[src/rtl/seg7_pkg.sv]
// Shared types and glyph constants for the 8-digit multiplexed seven-segment driver.
// Segment patterns are active-low {g,f,e,d,c,b,a}; decimal point is not driven.
package seg7_pkg;

    typedef logic [4:0] char_t;
    typedef logic [6:0] seg_t;

    localparam int unsigned NUM_DIGITS = 8;

    localparam char_t CH_BLANK = 5'd16;
    localparam char_t CH_B     = 5'd17;
    localparam char_t CH_C     = 5'd18;
    localparam char_t CH_DASH  = 5'd19;

    localparam seg_t SEG_HEX_0 = 7'h40;
    localparam seg_t SEG_HEX_1 = 7'h79;
    localparam seg_t SEG_HEX_2 = 7'h24;
    localparam seg_t SEG_HEX_3 = 7'h30;
    localparam seg_t SEG_HEX_4 = 7'h19;
    localparam seg_t SEG_HEX_5 = 7'h12;
    localparam seg_t SEG_HEX_6 = 7'h02;
    localparam seg_t SEG_HEX_7 = 7'h78;
    localparam seg_t SEG_HEX_8 = 7'h00;
    localparam seg_t SEG_HEX_9 = 7'h10;
    localparam seg_t SEG_HEX_A = 7'h08;
    localparam seg_t SEG_HEX_B = 7'h03;
    localparam seg_t SEG_HEX_C = 7'h46;
    localparam seg_t SEG_HEX_D = 7'h21;
    localparam seg_t SEG_HEX_E = 7'h06;
    localparam seg_t SEG_HEX_F = 7'h0E;

    localparam seg_t SEG_BLANK = 7'h7F;
    localparam seg_t SEG_B     = 7'h03;
    localparam seg_t SEG_C     = 7'h46;
    localparam seg_t SEG_DASH  = 7'h3F;

    // One complete display image; chars[i] drives digit i, digit 0 rightmost.
    typedef struct packed {
        char_t [NUM_DIGITS-1:0] chars;
        logic  [NUM_DIGITS-1:0] blank;
        logic  [NUM_DIGITS-1:0] blink;
    } disp_t;

    localparam disp_t DISP_RESET = '{
        chars: {NUM_DIGITS{CH_BLANK}},
        blank: '0,
        blink: '0
    };

    function automatic logic [NUM_DIGITS-1:0] anode_sel(input logic [2:0] idx);
        return ~(8'b1 << idx);
    endfunction

endpackage

[src/rtl/seg7_char_decode.sv]
// Combinational char-code to segment lookup: 0-15 hex, 16 blank, 17 'b', 18 'C',
// 19 '-', 20-31 blank.
module seg7_char_decode
    import seg7_pkg::*;
(
    input  logic [4:0] code,
    output logic [6:0] seg
);

    always_comb begin
        seg = SEG_BLANK;
        case (code)
            5'd0:     seg = SEG_HEX_0;
            5'd1:     seg = SEG_HEX_1;
            5'd2:     seg = SEG_HEX_2;
            5'd3:     seg = SEG_HEX_3;
            5'd4:     seg = SEG_HEX_4;
            5'd5:     seg = SEG_HEX_5;
            5'd6:     seg = SEG_HEX_6;
            5'd7:     seg = SEG_HEX_7;
            5'd8:     seg = SEG_HEX_8;
            5'd9:     seg = SEG_HEX_9;
            5'd10:    seg = SEG_HEX_A;
            5'd11:    seg = SEG_HEX_B;
            5'd12:    seg = SEG_HEX_C;
            5'd13:    seg = SEG_HEX_D;
            5'd14:    seg = SEG_HEX_E;
            5'd15:    seg = SEG_HEX_F;
            CH_BLANK: seg = SEG_BLANK;
            CH_B:     seg = SEG_B;
            CH_C:     seg = SEG_C;
            CH_DASH:  seg = SEG_DASH;
            default:  seg = SEG_BLANK;
        endcase
    end

endmodule

[src/rtl/seg7_scan_driver.sv]
// 8-digit multiplexed seven-segment scan driver with frame-synchronous double-buffered
// loads. Optional digit blinking is enabled by defining SEG7_BLINK_EN.
module seg7_scan_driver
    import seg7_pkg::*;
#(
    parameter int unsigned CLK_HZ     = 100_000_000,
    parameter int unsigned REFRESH_HZ = 1000,
    parameter int unsigned BLINK_HZ   = 2
) (
    input  logic        clock,
    input  logic        reset,
    input  logic        load,
    input  logic [39:0] chars,
    input  logic [7:0]  blank_mask,
    input  logic [7:0]  blink_mask,
    output logic        load_ack,
    output logic        frame_tick,
    output logic [7:0]  an,
    output logic [6:0]  digit
);

    localparam int unsigned DIV = CLK_HZ / REFRESH_HZ;
    localparam int unsigned PW  = (DIV > 2) ? $clog2(DIV) : 1;

    logic [PW-1:0] presc_q;
    logic [2:0]    idx_q;
    logic          pending_q;
    disp_t         shadow_q;
    disp_t         active_q;
    disp_t         incoming;

    logic  presc_wrap;
    logic  boundary;
    logic  blink_phase;
    logic  dark;
    char_t cur_char;
    seg_t  cur_seg;

    assign incoming = '{chars: chars, blank: blank_mask, blink: blink_mask};

    assign presc_wrap = (presc_q == PW'(DIV - 1));
    assign boundary   = presc_wrap && (idx_q == 3'd7);

    assign cur_char = active_q.chars[idx_q];

    seg7_char_decode u_decode (
        .code (cur_char),
        .seg  (cur_seg)
    );

`ifdef SEG7_BLINK_EN
    localparam int unsigned BLINK_DIV = (CLK_HZ / (2 * BLINK_HZ) > 1) ? CLK_HZ / (2 * BLINK_HZ) : 1;
    localparam int unsigned BW        = (BLINK_DIV > 2) ? $clog2(BLINK_DIV) : 1;

    logic [BW-1:0] blink_cnt_q;
    logic          blink_phase_q;

    always_ff @(posedge clock or posedge reset) begin
        if (reset) begin
            blink_cnt_q   <= '0;
            blink_phase_q <= 1'b0;
        end else if (blink_cnt_q == BW'(BLINK_DIV - 1)) begin
            blink_cnt_q   <= '0;
            blink_phase_q <= ~blink_phase_q;
        end else begin
            blink_cnt_q   <= blink_cnt_q + 1'b1;
        end
    end

    assign blink_phase = blink_phase_q;
`else
    assign blink_phase = 1'b0;
`endif

    // A digit holding a blank glyph is treated as blanked so the anode stays off too.
    assign dark = active_q.blank[idx_q]
                | (active_q.blink[idx_q] & blink_phase)
                | (cur_seg == SEG_BLANK);

    always_ff @(posedge clock or posedge reset) begin
        if (reset) begin
            presc_q    <= '0;
            idx_q      <= '0;
            pending_q  <= 1'b0;
            shadow_q   <= DISP_RESET;
            active_q   <= DISP_RESET;
            load_ack   <= 1'b0;
            frame_tick <= 1'b0;
            an         <= '1;
            digit      <= SEG_BLANK;
        end else begin
            if (presc_wrap) begin
                presc_q <= '0;
                idx_q   <= idx_q + 3'd1;
            end else begin
                presc_q <= presc_q + 1'b1;
            end

            frame_tick <= boundary;
            load_ack   <= 1'b0;

            // A load landing on the boundary bypasses the shadow and supersedes any pending image.
            if (boundary && load) begin
                active_q  <= incoming;
                shadow_q  <= incoming;
                pending_q <= 1'b0;
                load_ack  <= 1'b1;
            end else if (boundary && pending_q) begin
                active_q  <= shadow_q;
                pending_q <= 1'b0;
                load_ack  <= 1'b1;
            end else if (load) begin
                shadow_q  <= incoming;
                pending_q <= 1'b1;
            end

            if (dark) begin
                an    <= '1;
                digit <= SEG_BLANK;
            end else begin
                an    <= anode_sel(idx_q);
                digit <= cur_seg;
            end
        end
    end

endmodule

[config.mk]
export PLATFORM = sky130hd
export DESIGN_NAME = seg7_scan_driver
export DESIGN_NICKNAME = d
export VERILOG_FILES = /design/src/rtl/seg7_pkg.sv /design/src/rtl/seg7_char_decode.sv /design/src/rtl/seg7_scan_driver.sv
export SDC_FILE = /design/constraint.sdc
export NUM_CORES = 1
export LEC_CHECK = 0
export BUFFER_PORTS_ARGS = -buffer_cell sky130_fd_sc_hd__buf_2
export CAP_MARGIN = 15
export CORE_MARGIN = 2
export CORE_UTILIZATION = 60
export CTS_BUF_LIST = sky130_fd_sc_hd__clkbuf_4 sky130_fd_sc_hd__clkbuf_8
export CTS_CLUSTER_DIAMETER = 50
export CTS_CLUSTER_SIZE = 14
export DETAILED_ROUTE_END_ITERATION = 10
export GPL_TIMING_DRIVEN = 1
export MAX_ROUTING_LAYER = met4
export PLACE_DENSITY = 0.82
export SYNTH_ARGS = -nofsm -noshare
export SYNTH_HDL_FRONTEND = slang
export SYNTH_SLANG_ARGS = --single-unit
[constraint.sdc]
create_clock -name clock -period 4 [get_ports clock]
set_input_delay 0 -clock clock [delete_from_list [all_inputs] [get_ports clock]]
set_output_delay 0 -clock clock [all_outputs]
set_load 0.03 [all_outputs]
==> flow_summary_export.csv, run 1 <==
group,metric,value,unit
outcome,status,"complete, no violations",
final_layout,num-fill-cells,624,
global_route,grtUsageMet1,32.9,%
global_route,grt_pass1_wl,22200,um
clock_tree,htree_levels,4,
synthesis,dominantRegCellSynth,"dfrtp_1",
setup_path,start_kind,"flip-flop",
synthesis,async_flop_share,100,%
synthesis,synth_area_leaders,"dfrtp_1 42%, dfstp_2 13%, mux2_2 8.9%, a22oi_1 6.0%, nand2_1 4.0%",
floorplanning,fp.dieH,105,um
synthesis,synth.yosys.seq_area_share,54.9,%
power,p_leak,3.39,nW
global_route,grt_pass1_vias,4634,
sta,hold_viol_final,0,
sta,setup_viol_count_final,0,
global_route,busiest_layer,"met2",
setup_path,worst-path-max-fanout,11,
synthesis,synth-edff-count,0,
detailed_routing,finalWirelength,13600,um
final_layout,fin_cells,788,
detailed_routing,dr.pass1.iters,5,
clock_tree,cts_num_sinks,134,
synthesis,syn-mean-instance-area,11.7,um^2
synthesis,synth_commonest_cells,"103 x dfrtp_1, 66 x nand2_1, 49 x a22oi_1, 49 x mux2_2, 46 x o21ai_0",
synthesis,yosysUniqueCellTypes,52,
sta,rsz0062_at_grt,"no",
detailed_routing,vias,4543,
clock_tree,clkLatencyLatePin,0.44,ns
setup_path,worstPathCellList,"mux4_2 -> mux2i_1 -> inv_1 -> ha_1 -> nor2_1 -> a211o_1 -> o311a_4 -> o21ai_4 -> nand3_1",
setup_path,max_stage_delay,0.77,ns
hold_path,hold_class,"input port to flip-flop",
run,cap_violations,0,
global_route,grt_use_total,26.5,%
setup_path,arrival,3.48,ns
global_route,grt_use_met3,7.24,%
synthesis,yosysTopAreaCellShare,41.8,%
sta,fin_tns_setup,0,ns
detailed_routing,drtAntennaViolNets,0,
detailed_routing,drtIter0Drc,335,
clock_tree,clk_path_buf_depth,2,
clock_tree,cts_resized,0,
clock_tree,cts_tree,"yes",
sta,relSlewSlack,25.3,%
power,powerDensity,418,nW/um^2
global_route,met2_usage,41.6,%
global_route,grt-ovfl-total,0,
synthesis,syn_area,6170,um^2
synthesis,syn-num-nets,602,
global_route,antenna_found_initial,0,
sta,worst_slew_pin_slew,1.12,ns
sta,min_period,3.11,ns
setup_path,criticalPathCategory,"flip-flop to flip-flop",
floorplanning,ioPinCount,76,
sta,post-route-period-util,77.7,%
clock_tree,cts_buffers,17,
clock_tree,clkSlewWorstSetupHoldPaths,0.07,ns
synthesis,synth_cells,529,
final_layout,layout-drive-gt1-share,31.4,%
floorplanning,rows,37,
synthesis,yosysMostFrequentCell,"dfrtp_1",
power,total_power,3.18,mW
floorplanning,design.core.area,10100,um^2
synthesis,ys_ff_latch,134,
floorplanning,start_util,60.9,%
detailed_routing,drc,0,
final_layout,antennaDiodeCount,0,
setup_path,cp_slowest_cell,"dfrtp_1",
synthesis,yosysTopAreaCell,"dfrtp_1",
sta,fmax,322,MHz
final_layout,final_nets,712,
clock_tree,cts_root_buffer,"clkbuf_8",
floorplanning,die-area,11100,um^2
synthesis,yosys_warnings,0,
placed_design,dpl.cell_count,706,
setup_path,critPathRequiredTime,4.37,ns
placed_design,portBuffers,67,
final_layout,syn2layout_area_growth,23.4,%
detailed_routing,viasPerCell,5.77,
placed_design,dp_hpwl,8140,um
sta,fin_worst_skew,0.0126,ns
global_route,grt_max_degree,83,
placed_design,gp_congestion,0.924,
detailed_routing,drt-wirelength-per-cell,17.2,um
sta,drv_slew,0,
power,irDropWorstVdd,0.348,mV
setup_path,endpoint_kind,"flip-flop",
floorplanning,die_x,105,um
-- report_power, final --
part | leakage, nW | internal, mW | switching, mW
clock network | 0.238 | 0.836 | 0.522
logic | 1.54 | 0.158 | 0.174
registers | 1.61 | 1.45 | 0.0423
total | 3.39 | 2.45 | 0.738
-- flip-flops by register name (all words and copies together) (netlist names) --
name	cells
frame_tick	1
pending_q	1
active_q	48
idx_q	3
shadow_q	48
an	8
presc_q	17
digit	7
load_ack	1
-- final timing paths --
kind                           endpoint  slack [ns]          from  cells after the start
max                               an[4]        0.89      idx_q[0]                      9
min                           pending_q        0.13          load                      3
max reg2reg                       an[4]        0.89      idx_q[0]                      9
min reg2reg                active_q[50]        0.48  active_q[50]                      2
max in group asynchronous  active_q[55]        2.57         reset                      4
min in group asynchronous   presc_q[15]        0.33         reset                      3
-- worst max-delay path: cells and delay by family (launching register included) --
kind	cells	cell delay, ns
compound gates	3	0.42
buf+inv	1	0.20
fa+ha+maj	1	0.34
mux	2	1.05
flops	1	0.77
simple gates	2	0.25
-- logic make-up (layout without fill, tap and decap cells) --
| kind of cell | Yosys count | in the layout | share of synthesized area [%] |
|---|---|---|---|
| AOI/OAI and AO/OA | 130 | 130 | 14.1 |
| xor gates and xnor gates | 14 | 14 | 1.99 |
| adders and majority gates | 14 | 14 | 2.84 |
| buffers and inverters | 42 | 165 | 2.88 |
| DFF | 134 | 134 | 54.9 |
| muxes | 73 | 73 | 14.6 |
| and+or+nand+nor | 122 | 122 | 8.70 |
-- per-stage QoR --
step	util [%]	area (um^2)	setup slack, ns	hold slack, ns
4_1_cts	74.9	7590	0.927	0.105
3_5_place_dp	65.2	6610	0.948	0.254
6_report	75.1	7620	0.893	0.131
2_1_floorplan	-	6170	0.469	0.152
3_3_place_gp	65.2	6610	1.10	0.249
5_1_grt	75.1	7620	0.705	0.113
-- timing repair --
action,CTS,global route
buffers inserted,0,0
endpoints found under the hold margin,155,0
hold buffers,49,0
-- metal layers --
metal	wire, um	up-vias
met5	0	-
met4	353	0
met3	618	32
met2	6950	144
met1	5640	2244
li1	-	2123
-- layout make-up --
| type | instances | area, um^2 | share of cell area, % |
|---|---|---|---|
| multi-input cells | 353 | 2620 | 34.4 |
| clock inverters | 13 | 226 | 2.97 |
| inverters | 9 | 36.3 | 0.476 |
| flip-flops and latches | 134 | 3390 | 44.5 |
| repair buffers | 124 | 908 | 11.9 |
| clock buffers | 19 | 262 | 3.43 |
| well taps | 136 | 170 | 2.23 |
-- layout by cell type, fill, tap and decap left out, types with 3 or more instances in the layout --
cell type,n
ha_1,14
clkinv_2,3
xor2_1,9
xnor2_1,5
nor2_1,19
dfstp_2,31
a22oi_1,49
mux2_2,49
clkinvlp_4,3
inv_1,6
o21ai_1,11
o21ai_0,46
nand2_1,66
bufinv_16,6
nand3_1,18
mux4_2,8
nor2b_1,4
dfrtp_1,103
buf_2,66
a22o_1,3
buf_4,8
mux2i_1,14
dlygate4sd3_1,49
clkbuf_8,19
a21oi_1,5
Note: power is estimated with default switching activity, not from simulation.
==> run 2, diff against run 1 <==
Settings changed: CORE_UTILIZATION 60 to 54, PLACE_DENSITY 0.82 to 0.78.
Clock period 4 ns to 2.8 ns, I/O delays scaled along.
==> flow_summary_export.csv, run 2 (synthesized netlist as in run 1, its figures left out) <==
group,metric,value,unit
outcome,status,"complete, but fails checks",
outcome,violations,"DRC",
clock_tree,cts_root_buffer,"clkbuf_8",
detailed_routing,drt-wirelength-per-cell,16.3,um
final_layout,final_area,7570,um^2
final_layout,num-fill-cells,812,
setup_path,start_kind,"flip-flop",
sta,setup_viol_count_final,0,
final_layout,layout-drive-gt1-share,32.7,%
global_route,grt_max_degree,57,
sta,hold_viol_final,0,
sta,timing.hold.ws,0.0536,ns
final_layout,layout_common_cells,"102 x dfrtp_1, 66 x nand2_1, 66 x buf_2",
global_route,grt-ovfl-total,0,
clock_tree,cts_tree,"yes",
power,irDropWorstVdd,0.400,mV
clock_tree,clk_path_buf_depth,2,
floorplanning,design.core.area,11300,um^2
setup_path,critPathRequiredTime,3.14,ns
sta,drv_slew,0,
floorplanning,rows,39,
global_route,antenna_found_initial,0,
placed_design,dp_hpwl,8890,um
sta,worst_slew_pin_slew,1.01,ns
sta,setup_ws,0.273,ns
sta,fmax,396,MHz
sta,rsz0062_at_grt,"no",
placed_design,portBuffers,67,
floorplanning,fp.dieH,111,um
final_layout,multi_input_area,2620,um^2
final_layout,final_nets,723,
final_layout,antennaDiodeCount,0,
setup_path,worst-path-max-fanout,9,
setup_path,endpoint_kind,"flip-flop",
final_layout,reg_top3,"active_q: 48 flops, shadow_q: 48 flops, presc_q: 17 flops",
placed_design,place_ws,0.193,ns
setup_path,arrival,2.86,ns
hold_path,hold_class,"input port to flip-flop",
floorplanning,start_util,54.8,%
final_layout,regArea,3390,um^2
detailed_routing,vias,4546,
floorplanning,ioPinCount,76,
clock_tree,cts_buffers,17,
clock_tree,clkSlewWorstSetupHoldPaths,0.07,ns
placed_design,gp_congestion,0.911,
power,powerDensity,528,nW/um^2
setup_path,criticalPathCategory,"flip-flop to flip-flop",
detailed_routing,finalWirelength,13200,um
final_layout,final_common_cell,"dfrtp_1",
placed_design,placed_area,6740,um^2
floorplanning,die-area,12300,um^2
final_layout,syn2layout_area_growth,22.6,%
clock_tree,clkLatencyLatePin,0.44,ns
power,p_leak,3.40,nW
sta,fin_tns_setup,0,ns
floorplanning,die_x,111,um
sta,min_period,2.53,ns
detailed_routing,dr.pass1.iters,8,
global_route,grt_pass1_vias,4620,
clock_tree,htree_levels,4,
sta,relSlewSlack,32.5,%
detailed_routing,drc,3,
detailed_routing,drtIter0Drc,298,
global_route,grt_pass1_wl,22500,um
run,cap_violations,0,
sta,fin_worst_skew,0.0123,ns
detailed_routing,drtAntennaViolNets,0,
clock_tree,cts_num_sinks,134,
sta,post-route-period-util,90.2,%
detailed_routing,viasPerCell,5.64,
global_route,grt_use_total,23.6,%
run 2: cell type report:
cell class	count	share of cell area (%)
clock buffers	25	4.05
multi-input cells	353	34.6
repair buffers	135	13.2
clock inverters	7	0.463
flip-flops and latches	134	44.8
well taps	143	2.36
inverters	9	0.496
run 2: worst max-delay path, stage by stage (launching register included):
cell	delay, ns
dfrtp_2	0.50
mux2i_1	0.16
a22o_1	0.23
a221o_1	0.35
inv_1	0.15
ha_1	0.32
nor2_1	0.06
a211o_1	0.29
o311a_4	0.15
o21ai_4	0.10
nand3_1	0.12
run 2: routing by layer:
layer / global-route usage, % / routed length [um]
met1: 29.4 / 5680
met2: 37.8 / 6580
met3: 6.07 / 634
met4: 8.42 / 281
met5: - / 0
run 2: path summary, 6_finish.rpt:
kind / from / end / slack [ns] / depth (start not counted)
setup / recovery: idx_q[0] / an[7] / 0.27 / 10
hold / removal: load / pending_q / 0.05 / 3
setup reg to reg: idx_q[0] / an[7] / 0.27 / 10
hold reg to reg: active_q[40] / active_q[40] / 0.48 / 2
max in group asynchronous: reset / active_q[30] / 1.60 / 4
min in group asynchronous: reset / presc_q[3] / 0.35 / 3
run 2: per-stage QoR:
| step | util [%] | total power [mW] | instances |
|---|---|---|---|
| finish | 67.2 | 4.00 | 806 |
| CTS | 67.1 | 4.03 | 806 |
| floorplan | - | 2.44 | 529 |
| detailed placement | 59.8 | 2.59 | 725 |
| global route | 67.2 | 4.19 | 806 |
| global placement | 59.8 | 2.57 | 725 |
run 2: where the power goes:
group          leakage, nW  switching, mW  internal [mW]
registers             1.61         0.0601           2.08
clock network        0.192          0.680          0.706
logic                 1.59          0.243          0.234
total                 3.40          0.983           3.02
run 2: timing repair:
item / CTS / global route
hold buffers: 49 / 0
hold endpoints to repair: 126 / 0
setup buffers: 0 / 0
setup endpoints to repair: 0 / 5
gates resized for setup: 0 / 1
